--- config.mk ---
export PLATFORM = sky130hd
export DESIGN_NAME = rotor_stepper
export DESIGN_NICKNAME = d
export VERILOG_FILES = /design/src/rtl/rotor_stepper.sv
export SDC_FILE = /design/constraint.sdc
export NUM_CORES = 1
export LEC_CHECK = 0
export BUFFER_PORTS_ARGS = -buffer_cell sky130_fd_sc_hd__buf_4
export CAP_MARGIN = 0
export CORE_MARGIN = 3
export CORE_UTILIZATION = 52
export DETAILED_ROUTE_END_ITERATION = 16
export PLACE_DENSITY = 0.85
export SLEW_MARGIN = 20
export SYNTH_ARGS = -nofsm -noshare
export SYNTH_HDL_FRONTEND = slang
export SYNTH_SLANG_ARGS = --single-unit
export TNS_END_PERCENT = 5
--- constraint.sdc ---
create_clock -name clk -period 3.9 [get_ports clk]
set_input_delay 0.195 -clock clk [delete_from_list [all_inputs] [get_ports clk]]
set_output_delay 0.195 -clock clk [all_outputs]
set_load 0.1 [all_outputs]
--- src/rtl/rotor_stepper.sv ---
// Rotor stepping unit: odometer-style rotor positions advanced one key at a time.
// Define ROTOR_DOUBLE_STEP_EN to add the middle-rotor double-step anomaly.
module rotor_stepper #(
   parameter int NUM_ROTORS = 3,
   parameter int ALPHA      = 26,
   parameter int POS_W      = 6
) (
   input  logic                        clk,
   input  logic                        rst,
   input  logic                        key_valid,
   output logic                        key_ready,
   input  logic                        load,
   input  logic [NUM_ROTORS*POS_W-1:0] load_pos,
   input  logic [NUM_ROTORS*POS_W-1:0] notch_pos,
   output logic [NUM_ROTORS*POS_W-1:0] rotor_pos,
   output logic                        pos_valid,
   output logic                        wrap
);

   typedef enum logic {IDLE, DONE} state_t;

   localparam logic [POS_W-1:0] LAST_POS = POS_W'(ALPHA - 1);
   localparam logic [POS_W:0]   ALPHA_W  = (POS_W + 1)'(ALPHA);

   state_t           state_q, state_d;
   logic [1:0]       rst_sync_q;
   logic [POS_W-1:0] pos_q [NUM_ROTORS];
   logic [POS_W-1:0] pos_d [NUM_ROTORS];
   logic [POS_W-1:0] load_fld [NUM_ROTORS];
   logic             wrap_q, wrap_d;

   logic [NUM_ROTORS-1:0] match;
   logic [NUM_ROTORS-1:0] step;
   logic                  key_accept;
   logic                  unused_last_match;

   // Keys are refused until the deasserted reset has crossed both sync stages.
   assign key_ready  = (state_q == IDLE) && (rst_sync_q[1] || !rst);
   assign key_accept = key_valid && (state_q == IDLE) && rst_sync_q[1];
   assign pos_valid  = (state_q == DONE);
   assign wrap       = wrap_q;

   // The last rotor has nothing to carry into.
   assign unused_last_match = match[NUM_ROTORS-1];

   generate
      for (genvar gi = 0; gi < NUM_ROTORS; gi++) begin : g_rotor
         logic [POS_W-1:0] notch_fld;
         logic [POS_W-1:0] load_raw;

         assign notch_fld = notch_pos[gi*POS_W +: POS_W];
         assign load_raw  = load_pos[gi*POS_W +: POS_W];

         // An out-of-range notch can never be reached, so it never carries.
         assign match[gi] = (pos_q[gi] == notch_fld) && ({1'b0, notch_fld} < ALPHA_W);

         assign load_fld[gi] = ({1'b0, load_raw} < ALPHA_W) ? load_raw : '0;
         assign rotor_pos[gi*POS_W +: POS_W] = pos_q[gi];

         if (gi == 0) begin : g_first
            assign step[gi] = key_accept;
         end else begin : g_carry
`ifdef ROTOR_DOUBLE_STEP_EN
            if (gi <= NUM_ROTORS - 2) begin : g_double
               // A middle rotor sitting on its own notch steps itself and its neighbour.
               assign step[gi] = (step[gi-1] && match[gi-1]) || (key_accept && match[gi]);
            end else begin : g_plain
               assign step[gi] = step[gi-1] && match[gi-1];
            end
`else
            assign step[gi] = step[gi-1] && match[gi-1];
`endif
         end
      end
   endgenerate

   always_comb begin
      state_d = state_q;
      wrap_d  = 1'b0;
      for (int i = 0; i < NUM_ROTORS; i++) begin
         pos_d[i] = pos_q[i];
      end

      if (load) begin
         state_d = IDLE;
         for (int i = 0; i < NUM_ROTORS; i++) begin
            pos_d[i] = load_fld[i];
         end
      end else begin
         case (state_q)
            IDLE: begin
               if (key_accept) begin
                  state_d = DONE;
                  for (int i = 0; i < NUM_ROTORS; i++) begin
                     if (step[i]) begin
                        pos_d[i] = (pos_q[i] == LAST_POS) ? '0 : pos_q[i] + POS_W'(1);
                     end
                  end
                  wrap_d = step[NUM_ROTORS-1] && (pos_q[NUM_ROTORS-1] == LAST_POS);
               end
            end
            DONE: begin
               state_d = IDLE;
            end
            default: begin
               state_d = IDLE;
            end
         endcase
      end
   end

   always_ff @(posedge clk or negedge rst) begin
      if (!rst) begin
         state_q    <= IDLE;
         wrap_q     <= 1'b0;
         rst_sync_q <= 2'b00;
         for (int i = 0; i < NUM_ROTORS; i++) begin
            pos_q[i] <= '0;
         end
      end else begin
         state_q    <= state_d;
         wrap_q     <= wrap_d;
         rst_sync_q <= {rst_sync_q[0], 1'b1};
         for (int i = 0; i < NUM_ROTORS; i++) begin
            pos_q[i] <= pos_d[i];
         end
      end
   end

endmodule

==> reports/metrics.json <==
{
  "holdBufCountCts": 1,
  "buffer_ports.inserted": 54,
  "netlist.area_leader.share": 0.3563,
  "tritoncts": "built",
  "worstHoldPathType": "input pin to flip-flop",
  "run_status": "finished clean",
  "mean_instance_size_in_the_synthesized_netlist_sq_um": 9.480,
  "syn-num-nets": 209,
  "clock_tree.htree_level_count": 1,
  "die_w_um": 60.51,
  "dr_wl_met2_mm": 2.078,
  "cts.root.buffer_cell": "clkbuf_4",
  "wl_met1_mm": 1.543,
  "final_nets": 264,
  "grt_first_pass_wirelength_mm": 6.465,
  "critPathKind": "flip-flop to flip-flop",
  "gp_congestion": 0.8852,
  "worst_clock_skew_ns": 0.009791,
  "power-per-cell-area_nw_per_um2": 324.2,
  "timing.final.crit_share": 0.6263,
  "remaining_antenna_violation_count": 0,
  "cell_chain_of_the_critical_path": "xor2_1 -> or4_4 -> a211oi_4 -> a311oi_1 -> a211o_1",
  "cap_viol_max_count": 0,
  "fmaxAchievable_mhz": 409.4,
  "pins_over_their_slew_limit": 0,
  "worst-path-max-fanout": 18,
  "max_stage_delay_ns": 0.70,
  "dr_total_vias": 1529,
  "synthesis_stage_register_bit_count": 22,
  "max-clock-path-buffers": 2,
  "syn-cell-area_sq_um": 1545,
  "fp-row-count": 19,
  "synth_area_leader_cell": "dfrtp_1",
  "synth.cells.most_frequent": "dfrtp_1 (22), nand2_1 (14), nor2_1 (11)",
  "finalSetupViolCount": 0,
  "critical_path_required_ns": 4.10,
  "static_leakage_power_uw": 0.0009159,
  "via_count_of_the_first_global_routing_pass": 1549,
  "drt_iter0_drc": 102,
  "rsz0062_at_grt": "false",
  "gr-usage-all-layers": 0.2246,
  "route.detailed.drc": 0,
  "dr_wl_met3_um": 229,
  "finalPower_uw": 648.2,
  "ys_warn_count": 0,
  "synth_top_cells_by_area": "dfrtp_1 (36%), ha_1 (4.9%), nand2_1 (3.4%)",
  "fin_tns_setup_ns": 0,
  "crit_slowest_cell": "a211oi_4",
  "wl_per_cell_um": 15.73,
  "worstSetupEndpointType": "flip-flop",
  "critical_path_arrival_ns": 2.65,
  "synth_enable_flop_cells": 0,
  "die_y_um": 60.51,
  "worstSetupStartpointType": "flip-flop",
  "detailedRoute.firstPassIterationCount": 4,
  "areaGrowthSynthToFinish_pct": 29.39,
  "final_hold_viol_count": 0,
  "core_area_sq_um": 2805,
  "synth.lib_cells_used.distinct": 56,
  "clk-insertion-delay-late_ns": 0.31,
  "synth_most_common_cell": "dfrtp_1",
  "finalCriticalPeriod_ns": 2.443,
  "wirelength_routed_mm": 3.886,
  "io_pins": 61,
  "post_cts_resize_count": 0,
  "cts_post_setup_buffers_inserted": 0,
  "cts_num_sinks": 22,
  "synth_sequential_area_ratio": 0.3563,
  "grt_remaining_overflow": 0,
  "most_used_flip_flop_cell_after_synthesis": "dfrtp_1",
  "initial_utilization": 0.5508,
  "drive_gt1_frac": 0.3241,
  "highest_layer": "met4",
  "cts_buffers": 3,
  "vias_per_cell": 6.190,
  "detailedPlacementHpwl_mm": 3.009,
  "cts.reportedPaths.clkPinSlew_ns": 0.12,
  "antenna-diode-count": 0,
  "syn-instance-count": 163,
  "hold_slack_ns": 0.1015,
  "vdd.ir_drop.worst_mv": 0.1925,
  "maximum_number_of_pins_on_one_net_before_global_route_repair": 29,
  "die_footprint_sq_um": 3661,
  "worstMarginPinSlew_ns": 0.8051,
  "synthArstFlopShare": 1.000,
  "grt_antenna_before_repair": 0,
  "slew_headroom": 0.4616
}
-- sequential cells by signal, indices dropped and copies added (netlist names) --
signal / cells
wrap: 1
pos_valid: 1
rst_sync_q: 2
rotor_pos: 18
-- critical path, delay by kind of cell, from the launching register on --
kind            cells  cell delay (ns)
flops               1             0.47
xor+xnor            1             0.19
compound gates      3             1.24
simple gates        1             0.43
-- layout make-up --
cell class,instances,area [sq um]
Tap cell,31,38.79
Multi-Input combinational cell,126,934.6
Clock buffer,3,22.52
Sequential cell,22,550.5
Fill cell,220,805.8
Timing Repair Buffer,55,415.4
Inverter,10,37.54
-- where the power goes --
| part | switching (uW) | leakage (uW) | total [uW] | internal, uW |
|---|---|---|---|---|
| Clock | 65.2 | 0.0000138 | 101 | 36.1 |
| Sequential | 29.1 | 0.000287 | 274 | 245 |
| Combinational | 190 | 0.000615 | 273 | 82.6 |
| Total | 284 | 0.000916 | 648 | 364 |
-- routing by layer --
metal  global-route usage  up-vias
li1                     -      724
met1               0.2770      739
met2               0.4120       62
met3              0.03830        4
met4              0.04644        0
met5                    0        -
-- worst paths after layout --
path / slack (ns) / depth (start not counted) / end / from
setup / recovery: 1.46 / 5 / rotor_pos[10]$_DFFE_PN0P_ / rotor_pos[1]$_DFFE_PN0P_
hold / removal: 0.10 / 3 / rotor_pos[6]$_DFFE_PN0P_ / load_pos[6]
setup reg to reg: 1.46 / 5 / rotor_pos[10]$_DFFE_PN0P_ / rotor_pos[1]$_DFFE_PN0P_
hold reg to reg: 0.37 / 0 / rst_sync_q[1]$_DFF_PN0_ / rst_sync_q[0]$_DFF_PN0_
max in group asynchronous: 3.36 / 2 / rotor_pos[3]$_DFFE_PN0P_ / rst
min in group asynchronous: 0.31 / 2 / rotor_pos[9]$_DFFE_PN0P_ / rst
-- cells in the final DEF (no fill, tap or decap), types with 5 or more instances in the layout --
| cell | count |
|---|---|
| dfrtp_1 | 22 |
| xnor2_1 | 5 |
| o211ai_1 | 5 |
| inv_1 | 10 |
| ha_1 | 6 |
| nor2_1 | 11 |
| buf_4 | 54 |
| o21ai_0 | 8 |
| nand3_1 | 5 |
| nand2_1 | 14 |
-- kinds of logic (layout without fill, tap and decap cells) --
group | Yosys count | count (layout) | share of synthesized area
xor gates and xnor gates | 8 | 8 | 0.04535
other | 1 | 1 | 0.002427
muxes | 3 | 3 | 0.02267
AOI/OAI and AO/OA | 46 | 46 | 0.2454
and+or+nand+nor | 62 | 62 | 0.2356
buffers and inverters | 15 | 68 | 0.04373
DFF | 22 | 22 | 0.3563
adders and majority gates | 6 | 6 | 0.04858
-- metrics by stage --
stage                 util  std cells  instance area, sq um  worst slack, ns
CTS                 0.7101        247                  1992            1.436
detailed placement  0.6985        243                  1959            1.425
finish              0.7128        247                  1999            1.457
global placement    0.6985        243                  1959            1.555
floorplan                -        163                  1545            1.185
global route        0.7128        247                  1999            1.325
(Power assumes the default switching activity.)
